--- config.mk ---
export PLATFORM = sky130hd
export DESIGN_NAME = route_compute_xy
export DESIGN_NICKNAME = d
export VERILOG_FILES = /design/src/rtl/route_compute_xy.sv
export SDC_FILE = /design/constraint.sdc
export NUM_CORES = 1
export LEC_CHECK = 0
export ABC_AREA = 1
export CELL_PAD_IN_SITES_DETAIL_PLACEMENT = 1
export CELL_PAD_IN_SITES_GLOBAL_PLACEMENT = 2
export CORE_MARGIN = 1
export CORE_UTILIZATION = 32
export CTS_CLUSTER_DIAMETER = 150
export DETAILED_ROUTE_END_ITERATION = 8
export DONT_BUFFER_PORTS = 1
export PLACE_DENSITY = 0.76
export SETUP_SLACK_MARGIN = 0.05
export SYNTH_ARGS = -nofsm -noshare
export SYNTH_HDL_FRONTEND = slang
export SYNTH_SLANG_ARGS = --single-unit
--- constraint.sdc ---
create_clock -name clk -period 1.4 [get_ports clk]
set_input_delay 0.28 -clock clk [delete_from_list [all_inputs] [get_ports clk]]
set_output_delay 0.28 -clock clk [all_outputs]
set_load 0.02 [all_outputs]
--- src/rtl/route_compute_xy.sv ---
// Registered XY dimension-order route computation for one router input port.
// Latches the route per packet and flags flit-sequence and out-of-mesh errors.
module route_compute_xy #(
    parameter int FLIT_WIDTH = 8,
    parameter int X_NODE_NUM = 4,
    parameter int Y_NODE_NUM = 4,
    parameter int X_ADDR     = 0,
    parameter int Y_ADDR     = 1
) (
    input  logic                  clk,
    input  logic                  rst,
    input  logic [FLIT_WIDTH-1:0] in_flit,
    input  logic                  in_valid,
    output logic                  in_ready,
    output logic [FLIT_WIDTH-1:0] out_flit,
    output logic                  out_valid,
    input  logic                  out_ready,
    output logic [3:0]            out_port,
    output logic [4:0]            out_onehot,
    output logic                  busy,
    output logic                  proto_err,
    output logic                  dest_err
);

    localparam int XW = ($clog2(X_NODE_NUM) > 1) ? $clog2(X_NODE_NUM) : 1;
    localparam int YW = ($clog2(Y_NODE_NUM) > 1) ? $clog2(Y_NODE_NUM) : 1;

    localparam logic signed [XW:0] X_LOC = (XW+1)'(X_ADDR);
    localparam logic signed [YW:0] Y_LOC = (YW+1)'(Y_ADDR);
    localparam logic [XW:0]        X_LIM = (XW+1)'(X_NODE_NUM);
    localparam logic [YW:0]        Y_LIM = (YW+1)'(Y_NODE_NUM);

    localparam logic [3:0] PORT_NONE = 4'd0;
    localparam logic [3:0] PORT_L    = 4'd1;
    localparam logic [3:0] PORT_E    = 4'd2;
    localparam logic [3:0] PORT_N    = 4'd3;
    localparam logic [3:0] PORT_W    = 4'd4;
    localparam logic [3:0] PORT_S    = 4'd5;

    localparam logic [1:0] FT_BODY   = 2'b00;
    localparam logic [1:0] FT_TAIL   = 2'b01;
    localparam logic [1:0] FT_HEAD   = 2'b10;
    localparam logic [1:0] FT_SINGLE = 2'b11;

    typedef enum logic [0:0] {
        ST_IDLE = 1'b0,
        ST_PKT  = 1'b1
    } state_t;

    // Returns {dest_err, port}; an out-of-mesh destination is delivered locally.
    function automatic logic [4:0] calc_route(input logic [XW-1:0] xd, input logic [YW-1:0] yd);
        logic signed [XW:0] xdiff;
        logic signed [YW:0] ydiff;
        logic               err;
        logic [3:0]         port;
        xdiff = $signed({1'b0, xd}) - X_LOC;
        ydiff = $signed({1'b0, yd}) - Y_LOC;
        err   = ({1'b0, xd} >= X_LIM) || ({1'b0, yd} >= Y_LIM);
        if (err) begin
            port = PORT_L;
        end else if (xdiff != '0) begin
            port = xdiff[XW] ? PORT_W : PORT_E;
        end else if (ydiff != '0) begin
            port = ydiff[YW] ? PORT_N : PORT_S;
        end else begin
            port = PORT_L;
        end
        return {err, port};
    endfunction

    function automatic logic [4:0] port_onehot(input logic [3:0] port);
        logic [4:0] oh;
        case (port)
            PORT_L:  oh = 5'b00001;
            PORT_E:  oh = 5'b00010;
            PORT_W:  oh = 5'b00100;
            PORT_S:  oh = 5'b01000;
            PORT_N:  oh = 5'b10000;
            default: oh = 5'b00000;
        endcase
        return oh;
    endfunction

    state_t                  state_q, state_d;
    logic [3:0]              route_q, route_d;
    logic [FLIT_WIDTH-1:0]   out_flit_q, out_flit_d;
    logic                    out_valid_q, out_valid_d;
    logic [3:0]              out_port_q, out_port_d;
    logic [4:0]              out_onehot_q, out_onehot_d;
    logic                    busy_q, busy_d;
    logic                    proto_err_q, proto_err_d;
    logic                    dest_err_q, dest_err_d;

    logic [1:0]              flit_type_s;
    logic [4:0]              route_calc_s;
    logic                    accept_s;

    assign in_ready     = !out_valid_q || out_ready;
    assign accept_s     = in_valid && in_ready;
    assign flit_type_s  = in_flit[FLIT_WIDTH-1 -: 2];
    assign route_calc_s = calc_route(in_flit[YW +: XW], in_flit[0 +: YW]);

    // Next-state and output-register computation for packet tracking.
    always_comb begin
        state_d     = state_q;
        route_d     = route_q;
        out_flit_d  = out_flit_q;
        out_valid_d = out_valid_q;
        out_port_d  = out_port_q;
        proto_err_d = proto_err_q;
        dest_err_d  = dest_err_q;
        if (accept_s) begin
            out_flit_d  = in_flit;
            out_valid_d = 1'b1;
            proto_err_d = 1'b0;
            dest_err_d  = 1'b0;
            case (flit_type_s)
                FT_HEAD: begin
                    proto_err_d = (state_q == ST_PKT);
                    dest_err_d  = route_calc_s[4];
                    route_d     = route_calc_s[3:0];
                    out_port_d  = route_calc_s[3:0];
                    state_d     = ST_PKT;
                end
                FT_SINGLE: begin
                    proto_err_d = (state_q == ST_PKT);
                    dest_err_d  = route_calc_s[4];
                    out_port_d  = route_calc_s[3:0];
                    state_d     = ST_IDLE;
                end
                FT_BODY, FT_TAIL: begin
                    if (state_q == ST_PKT) begin
                        out_port_d = route_q;
                        state_d    = (flit_type_s == FT_TAIL) ? ST_IDLE : ST_PKT;
                    end else begin
                        out_port_d  = PORT_NONE;
                        proto_err_d = 1'b1;
                    end
                end
                default: begin
                    out_port_d  = PORT_NONE;
                    proto_err_d = 1'b1;
                end
            endcase
        end else if (out_ready) begin
            // Output drained with nothing new: drop valid and close the error pulses.
            out_valid_d = 1'b0;
            proto_err_d = 1'b0;
            dest_err_d  = 1'b0;
        end else begin
            out_valid_d = out_valid_q;
        end
    end

    // Decoded views registered alongside the port code.
    always_comb begin
        out_onehot_d = port_onehot(out_port_d);
        busy_d       = (state_d == ST_PKT);
    end

    // State and output registers with synchronous reset.
    always_ff @(posedge clk) begin
        if (rst) begin
            state_q      <= ST_IDLE;
            route_q      <= 4'd0;
            out_flit_q   <= '0;
            out_valid_q  <= 1'b0;
            out_port_q   <= 4'd0;
            out_onehot_q <= 5'd0;
            busy_q       <= 1'b0;
            proto_err_q  <= 1'b0;
            dest_err_q   <= 1'b0;
        end else begin
            state_q      <= state_d;
            route_q      <= route_d;
            out_flit_q   <= out_flit_d;
            out_valid_q  <= out_valid_d;
            out_port_q   <= out_port_d;
            out_onehot_q <= out_onehot_d;
            busy_q       <= busy_d;
            proto_err_q  <= proto_err_d;
            dest_err_q   <= dest_err_d;
        end
    end

    assign out_flit   = out_flit_q;
    assign out_valid  = out_valid_q;
    assign out_port   = out_port_q;
    assign out_onehot = out_onehot_q;
    assign busy       = busy_q;
    assign proto_err  = proto_err_q;
    assign dest_err   = dest_err_q;

endmodule

==> results of run 1 <==
==> metal layers <==
layer,global-route usage,part of all wire,wire length (µm)
met5,0,0,0
met4,0.08362,0.021,48
met3,0.03721,0.056,127
met2,0.2381,0.45,1020
met1,0.2124,0.47,1055
==> Yosys cell counts (all sizes together) <==
library cell	n
conb	1
nand2	23
a21oi	10
o21ai	11
dfxtp	23
inv	15
nor2	26
nor3	1
nand3	8
and2	1
buf	4
==> cell families after synthesis <==
kind of cell    share of synthesized area
simple gates                       0.2870
buf+inv                           0.08944
other cells                      0.004001
compound gates                     0.1282
flops                              0.4913
==> sequential cells by signal (all words and copies together) (netlist names) <==
name,count
out_onehot,5
out_port,4
busy,1
route_q,3
out_flit,8
proto_err,1
out_valid,1
==> path summary, 6_finish.rpt <==
| kind | endpoint | depth (start not counted) |
|---|---|---|
| max | in_ready | 2 |
| min | out_port[2] | 1 |
| max reg2reg | out_onehot[0] | 6 |
| min reg2reg | route_q[2] | 2 |
==> cell type report <==
class,instances,area (µm²)
Tap cell,31,38.79
Multi-Input combinational cell,81,397.9
Clock inverter,1,5.005
Timing Repair Buffer,12,97.59
Fill cell,343,1678
Sequential cell,23,461.7
Inverter,15,56.30
Clock buffer,3,22.52
==> per-stage QoR <==
step | util | area, µm² | total power [mW] | setup slack, ns | cells
2_1_floorplan | - | 937.1 | 0.8779 | 0.05830 | 123
3_3_place_gp | 0.3630 | 1001 | 0.9123 | 0.1813 | 157
3_5_place_dp | 0.3630 | 1001 | 0.9162 | 0.1000 | 157
4_1_cts | 0.3802 | 1049 | 1.248 | 0.08386 | 163
5_1_grt | 0.3916 | 1080 | 1.307 | 0.05526 | 166
6_report | 0.3916 | 1080 | 1.237 | 0.1521 | 166
==> power by group through the flow <==
stage          sequential [mW]  clock (mW)  combinational [mW]
2_1_floorplan            0.764           0               0.114
3_3_place_gp             0.757           0               0.155
3_5_place_dp             0.758           0               0.158
4_1_cts                  0.743       0.337               0.167
5_1_grt                  0.748       0.363               0.195
6_report                 0.743       0.320               0.174
==> timing repair <==
item | in CTS | in global routing
hold endpoints to repair | 5 | 1
gates resized for setup | 0 | 2
buffers inserted | 0 | 2
hold buffers | 2 | 1
endpoints found under the setup margin | 0 | 9
==> reports/results.txt, run 1 <==
Detailed placement HPWL -> 1707 µm
Post-synthesis cell type with the largest combined area -> dfxtp_1
Count of max-cap constraint violations -> 0
Final weighted congestion in routability-driven placement -> 0.7434
Seq pwr share -> 0.600
Int Pwr -> 0.8660 mW
Clk Tree Root Cell -> clkbuf_4
Via count -> 798
Min Clock Period, post-route -> 1.248 ns
H-Tree Level Count -> 1
Share of cells above drive strength 1 -> 0.2222
Fmax -> 801.4 MHz
Worst clock skew -> 0.008238 ns
VDD IR max -> 0.0006072 V
Sinks on the clock net -> 23
First drt pass iteration count -> 4
Hold_ws -> 0.02103 ns
Critical register-to-register path startpoint -> out_valid
Share of Yosys cell area claimed by the top area cell type -> 0.4913
Buffers & Inverters on Critical Path -> 1
Maximum number of pins on one net before global-route repair -> 14
DRC violations left -> 0
Mapped Area -> 937.1 µm²
CP Max Fanout -> 5
Number of antenna violations at the first check in global routing -> 0
Number of cell rows -> 19
Count of synthesis-stage warnings from yosys -> 0
HP Class -> in2reg
Worst stage delay on the critical path -> 0.37 ns
Number of DRC markers after the initial detailed-route iteration -> 15
Total wirelength of the detailed-routed design -> 2252 µm
Total die area -> 3149 µm²
Fraction of the yosys area taken by sequential cells -> 0.4913
Count of different cell masters after synthesis -> 21
Ratio of total power to cell area -> 1146 nW/µm²
Syn_area_per_cell -> 7.619 µm²
Data arrival, critical path -> 0.97 ns
Chip Width -> 56.12 µm
Series of cell instances along the critical path -> nand2_2, buf_4
GRT Util Overall -> 0.1593
Synthesized netlist net count -> 135
Max-slew violation total from the final report -> 0
P_leak -> 0.4929 nW
Clock insertion delay at the later pin of the skew report -> 0.32 ns
Setup Viol. Count Final -> 0
Crit path kind -> reg2out
Number of top-level design ports -> 34
Per-cell via count in the routed design -> 4.807
Register bit total from synthesis -> 23
Area Overhead vs Synth -> 15.22%
Kind of cell adding the most delay to the critical path -> flip-flops
Number of hold violations in the final report -> 0
Run status -> completed
Commonest non-fill, non-tap cell in the layout -> nor2_1
Number of nets in the layout -> 148
Share of total power consumed by net switching -> 0.2999
Port-buffer cells -> 0
Critical path origin -> out_valid
Required time of the critical path -> 1.12 ns
Startpoint type of the worst setup path -> flop
Net switching power figure -> 0.3709 mW
Internal reg-to-reg setup slack -> 0.16 ns
Number of buffers between clock root and the deepest sink -> 2
CP endpoint kind -> output port
Number of antenna-violating nets in the routed design -> 0
Crit-path slowest cell -> dfxtp_1
Global-route wire length before repair -> 3815 µm
Accumulated negative setup slack -> 0 ns
Die height -> 56.12 µm
Detailed-route wire length per cell -> 13.57 µm
Number of global-route vias before repair -> 798
Clock buffer count from CTS -> 3
Clock-pin slew reported for the worst setup and hold paths after clock tree synthesis -> 0.14 ns
Aggregate global routing overflow -> 0
Cells taking the most area after synthesis -> dfxtp_1, nor2_1, nand2_1
Standard cell core area -> 2758 µm²
Power share of the combinational group -> 0.141
Fraction of the cycle the final worst path needs -> 0.8913
N_diodes -> 0
Starting utilization of the core area -> 0.3398
Min-delay src -> rst
RSZ-0062 raised after global routing -> false
Most frequent cells in the layout -> nor2_1, dfxtp_1, nand2_1, inv_1, o21ai_0
Clock network power share -> 0.259
Gate Count Post-Synth -> 123
Clock tree from TritonCTS -> built
(Power assumes the default switching activity.)
==> inputs of run 2 (changes only) <==
- CORE_ASPECT_RATIO: not set -> 0.6
==> run 2 against run 1 <==
  * First-iteration DRC count rose to 3.9 times the previous value
  * Register-to-register slack gained 0.03 ns
  * Die area increased by 0.24%
  * Global-route usage fell by 0.15 points
  * Power grew 6.3%
  * Combinational power is 6% lower
  * Routed wire length decreased by 1.6%
  * Critical path depth is 5 higher
  * Highest routed layer unchanged
==> reports/results.txt, run 2 (synthesis results as in run 1) <==
Number of flip-flops in the largest register -> 8 (unchanged)
Global-route wire length before repair -> 3677 µm (-3.6%)
Most frequent cells in the layout -> nor2_1, dfxtp_1, nand2_1, inv_1, o21ai_0
Sinks on the clock net -> 23 (unchanged)
Number of hold violations in the final report -> 0 (unchanged)
P_leak -> 0.4773 nW (-3.2%)
Number of buffers between clock root and the deepest sink -> 2 (unchanged)
Worst clock skew -> 0.007271 ns (-0.0009666 ns)
Clock tree from TritonCTS -> built
CP endpoint kind -> flop
Chip Width -> 71.87 µm (+28%)
Via count -> 784 (-1.8%)
N_diodes -> 0 (unchanged)
Global Route met2 Usage -> 0.2264 (-0.01168)
Number of top-level design ports -> 34 (unchanged)
Total wirelength of the detailed-routed design -> 2217 µm (-1.6%)
Total die area -> 3156 µm² (+0.24%)
Count of max-cap constraint violations -> 0 (unchanged)
Series of cell instances along the critical path -> nand2_2, nand2_4, nor2_4, nand2_1, nand2_2, nand2_1, nor2_1
Maximum number of pins on one net before global-route repair -> 13 (-1)
Required time of the critical path -> 1.59 ns (+0.47 ns)
Data arrival, critical path -> 1.40 ns (+0.43 ns)
Min Clock Period, post-route -> 1.211 ns (-0.03712 ns)
Number of cell rows -> 14 (-5)
Detailed-route wire length per cell -> 13.04 µm (-3.9%)
Max-slew violation total from the final report -> 0 (unchanged)
Clk Tree Root Cell -> clkbuf_8
Clock buffer count from CTS -> 3 (unchanged)
DRC violations left -> 0 (unchanged)
Standard cell core area -> 2645 µm² (-4.1%)
Area Overhead vs Synth -> 15.09%
Met3 track utilization from global routing -> 0.07674 (+0.03953)
Ratio of total power to cell area -> 1219 nW/µm² (+6.4%)
Setup Viol. Count Final -> 0 (unchanged)
Most utilized layer in the global route result -> met2
Starting utilization of the core area -> 0.3543 (+0.01447)
Hold_ws -> 0.06541 ns (+0.04438 ns)
VDD IR max -> 0.0004371 V (-28%)
GRT Util Overall -> 0.1578 (-0.001517)
Run status -> completed
Number of antenna violations at the first check in global routing -> 0 (unchanged)
Dpl cells -> 165 (+5.1%)
Depth of the most critical reg-to-reg path -> 7 (+1)
Port-buffer cells -> 0 (unchanged)
Die height -> 43.92 µm (-22%)
Crit path kind -> reg2reg
Hold-fix buffers, CTS -> 0 (-2)
Number of DRC markers after the initial detailed-route iteration -> 58 (+43)
Clock-pin slew reported for the worst setup and hold paths after clock tree synthesis -> 0.08 ns (-0.06 ns)
Number of antenna-violating nets in the routed design -> 0 (unchanged)
Clock insertion delay at the later pin of the skew report -> 0.26 ns (-0.06 ns)
CP Max Fanout -> 6 (+1)
Worst stage delay on the critical path -> 0.37 ns (about the same)
Fmax -> 825.9 MHz (+3.1%)
Crit-path slowest cell -> dfxtp_4
Detailed placement HPWL -> 1765 µm (+3.4%)
Commonest non-fill, non-tap cell in the layout -> nor2_1
Number of nets in the layout -> 143 (-3.4%)
RSZ-0062 raised after global routing -> false
Share of cells above drive strength 1 -> 0.2154 (-0.006838)
HP Class -> in2reg
Total chip power -> 1.314 mW (+6.3%)
H-Tree Level Count -> 1 (unchanged)
Met1 track demand over resource in global routing -> 0.2139 (+0.001453)
Aggregate global routing overflow -> 0 (unchanged)
Number of standard cells in the final layout excluding fillers -> 170 (+2.4%)
Accumulated negative setup slack -> 0 ns (unchanged)
Fraction of the cycle the final worst path needs -> 0.8648 (-0.02652)
Final weighted congestion in routability-driven placement -> 0.7902 (+6.3%)
Number of global-route vias before repair -> 755 (-5.4%)
Count of cells along the worst hold path -> 1 (unchanged)
Per-cell via count in the routed design -> 4.612 (-4.1%)
Startpoint type of the worst setup path -> flop
First drt pass iteration count -> 4 (unchanged)
-- run 2: worst paths after layout --
check | from | end | slack [ns]
hold / removal | rst | out_valid | 0.07
setup reg to reg | out_valid | out_onehot[3] | 0.19
hold reg to reg | route_q[1] | route_q[1] | 0.50
setup / recovery | out_valid | out_onehot[3] | 0.19
-- run 2: final cells by class --
cell class                 instances  area [µm²]
fill                             332        1567
sequential                        23       464.2
multi-input combinational         81       410.4
inverter                          15       56.30
timing repair buffer               7       52.55
tap                               40       50.05
clock buffer                       4       45.04
-- run 2: per-stage QoR --
step	worst slack, ns	utilization	instance area [µm²]
3_3_place_gp	0.2003	0.3798	1005
3_5_place_dp	0.1116	0.3798	1005
6_report	0.1893	0.4078	1079
4_1_cts	0.08894	0.3969	1050
5_1_grt	0.06145	0.4078	1079
2_1_floorplan	0.05830	-	937.1
-- run 2: worst max-delay path, delay by kind of cell, from the launching register on --
kind / cells / cell delay [ns]
flops: 1 / 0.37
simple gates: 7 / 0.77
-- run 2: metal layers --
| metal | wire (µm) | part of all wire |
|---|---|---|
| met5 | 0 | 0 |
| met4 | 12 | 0.0054 |
| met3 | 152 | 0.069 |
| met2 | 911 | 0.41 |
| met1 | 1140 | 0.51 |
-- run 2: where the power goes --
part           total [mW]  switching [mW]  internal, mW
logic               0.164           0.103        0.0603
registers           0.745          0.0547         0.690
clock network       0.406           0.203         0.203
-- run 2: timing repair --
| item | in CTS | in global routing |
|---|---|---|
| endpoints found under the hold margin | 0 | 0 |
| resized for setup | 0 | 6 |
| endpoints found under the setup margin | 0 | 8 |
| setup buffers | 0 | 1 |
==> inputs of run 3 (changes only) <==
- PLACE_DENSITY: 0.76 -> not set
- PLACE_DENSITY_LB_ADDON: not set -> 0.1
==> run 3 against run 2 <==
  * Largest power group unchanged
  * Fmax up 0.51%
  * Sequential power about the same
  * Count of clock-buffer cells in the layout down 1
  * Largest cell class unchanged
==> reports/results.txt, run 3 (synthesis results as in run 1) <==
CP endpoint kind -> flop
Aggregate global routing overflow -> 0 (unchanged)
Clock buffer count from CTS -> 3 (unchanged)
Clk Tree Root Cell -> clkbuf_8
Int Pwr -> 0.9495 mW (-0.38%)
Max-slew violation total from the final report -> 0 (unchanged)
Routed metal-1 wire length -> 1174 µm (+3.0%)
N_diodes -> 0 (unchanged)
Startpoint type of the worst setup path -> flop
Seq pwr share -> 0.561 (-0.006)
Maximum number of pins on one net before global-route repair -> 14 (+1)
Setup Viol. Count Final -> 0 (unchanged)
Data arrival, critical path -> 1.38 ns (-0.02 ns)
Power share of the combinational group -> 0.124 (about the same)
Number of DRC markers after the initial detailed-route iteration -> 42 (-28%)
Area Overhead vs Synth -> 14.82%
VDD IR max -> 0.0003281 V (-25%)
Die height -> 43.92 µm (unchanged)
Crit path kind -> reg2reg
Starting utilization of the core area -> 0.3543 (unchanged)
Clock-pin slew reported for the worst setup and hold paths after clock tree synthesis -> 0.08 ns (about the same)
DRC violations left -> 0 (unchanged)
Accumulated negative setup slack -> 0 ns (unchanged)
Worst clock skew -> 0.002081 ns (-0.005191 ns)
Number of cell rows -> 14 (unchanged)
Buffer count from post-CTS setup fixing -> 0 (unchanged)
Detailed placement HPWL -> 1825 µm (+3.4%)
First drt pass iteration count -> 4 (unchanged)
Fmax -> 830.1 MHz (+0.51%)
CP Max Fanout -> 3 (-3)
Final weighted congestion in routability-driven placement -> 0.7603 (-3.8%)
Per-cell via count in the routed design -> 4.474 (-3.0%)
Chip Width -> 71.87 µm (unchanged)
Count of cells along the worst hold path -> 1 (unchanged)
Sinks on the clock net -> 23 (unchanged)
H-Tree Level Count -> 1 (unchanged)
Net switching power figure -> 0.3740 mW (+3.6%)
Fraction of the cycle the final worst path needs -> 0.8604 (-0.004374)
Number of nets in the layout -> 144 (+0.70%)
Post-DP Area -> 1020 µm² (+1.5%)
Via count -> 765 (-2.4%)
Share of total power consumed by net switching -> 0.2826 (+0.007819)
Detail Route met2 WL -> 965 µm (+5.9%)
Number of buffers between clock root and the deepest sink -> 2 (unchanged)
Port-buffer cells -> 0 (unchanged)
Share of cells above drive strength 1 -> 0.2137 (-0.001644)
Internal reg-to-reg setup slack -> 0.20 ns (about the same)
Depth of the most critical reg-to-reg path -> 6 (-1)
Critical register-to-register path startpoint -> out_valid
HP Class -> in2reg
RSZ-0062 raised after global routing -> false
Count of max-cap constraint violations -> 0 (unchanged)
Fraction of the core area covered by cells at the end of the flow -> 0.4068 (-0.0009460)
Standard cell core area -> 2645 µm² (unchanged)
P_leak -> 0.4895 nW (+2.6%)
Amount of wire on met3 after detailed routing -> 140 µm (-7.9%)
Number of standard cells in the final layout excluding fillers -> 171 (+0.59%)
Global-route wire length before repair -> 3670 µm (-0.19%)
Critical path origin -> out_valid
Number of global-route vias before repair -> 731 (-3.2%)
Post-route cell area -> 1076 µm² (-0.23%)
Most frequent cells in the layout -> nor2_1, dfxtp_1, nand2_1, inv_1, o21ai_0
Top layer in use -> met4
Hold-fix buffers, CTS -> 0 (unchanged)
Clock network power share -> 0.315 (+0.006)
Number of flip-flops in the largest register -> 8 (unchanged)
Clock tree from TritonCTS -> built
Final worst-path setup slack -> 0.1954 ns (+0.006124 ns)
Number of top-level design ports -> 34 (unchanged)
Required time of the critical path -> 1.57 ns (-0.02 ns)
Number of antenna-violating nets in the routed design -> 0 (unchanged)
Run status -> completed
Worst setup path end -> out_onehot[3]
Clock insertion delay at the later pin of the skew report -> 0.27 ns (about the same)
Number of antenna violations at the first check in global routing -> 0 (unchanged)
Ratio of total power to cell area -> 1230 nW/µm² (+0.94%)
GRT Util Overall -> 0.1625 (+0.004782)
Dpl cells -> 167 (+1.2%)
Total wirelength of the detailed-routed design -> 2315 µm (+4.4%)
Hold_ws -> 0.06917 ns (+0.003758 ns)
Min Clock Period, post-route -> 1.205 ns (-0.006124 ns)
Total chip power -> 1.324 mW (+0.70%)
Worst slack at placement -> 0.1184 ns (+0.006806 ns)
Number of hold violations in the final report -> 0 (unchanged)
Total die area -> 3156 µm² (unchanged)
Detailed-route wire length per cell -> 13.54 µm (+3.8%)
FF-to-FF End -> out_onehot[3]
run 3: changes by cell type in the layout (fill, tap and decap cells not counted):
cell and delta:
buf_4 +1, dfxtp_1 +1, clkbuf_1 -1, nand2_1 +1, nor2_4 -2, nand2_2 -2, clkinv_2 +1, nand2_4 +1
nor2_2 +2, dfxtp_4 -1
run 3: worst min path at each step:
stage | slack, ns | endpoint | from
floorplan | 0.43 | out_flit[0] | in_flit[0]
global placement | 0.35 | out_port[2] | rst
detailed placement | 0.35 | out_port[2] | rst
CTS | 0.06 | out_port[2] | rst
global route | 0.05 | out_port[2] | rst
finish | 0.07 | out_port[2] | rst
run 3: cell type report:
cell class	instances	area (µm²)
Sequential cell	23	460.4
Clock inverter	1	5.005
Clock buffer	3	41.29
Multi-Input combinational cell	81	402.9
Inverter	15	56.30
Tap cell	40	50.05
Timing Repair Buffer	8	60.06
Fill cell	344	1569
run 3: power groups by stage:
stage / Combinational (mW) / Sequential, mW / Clock [mW]
3_5_place_dp: 0.164 / 0.759 / 0
5_1_grt: 0.188 / 0.748 / 0.463
4_1_cts: 0.164 / 0.743 / 0.442
3_3_place_gp: 0.161 / 0.757 / 0
6_report: 0.164 / 0.743 / 0.416
2_1_floorplan: 0.114 / 0.764 / 0
run 3: layer usage:
metal / up-vias / GRT usage
li1: 396 / -
met2: 22 / 0.2358
met1: 343 / 0.2119
met5: - / 0
met4: 0 / 0.07059
met3: 4 / 0.06977
run 3: critical path, cell delays in order (launching register included):
cell and delay (ns):
dfxtp_1 0.34, buf_4 0.15, a21oi_4 0.17, nand3_2 0.10, and2_2 0.23, nand2_2 0.08, nor2_1 0.04
run 3: repair_timing:
action | in CTS | in global routing
hold endpoints to repair | 0 | 0
resized for setup | 0 | 2
setup endpoints to repair | 0 | 8
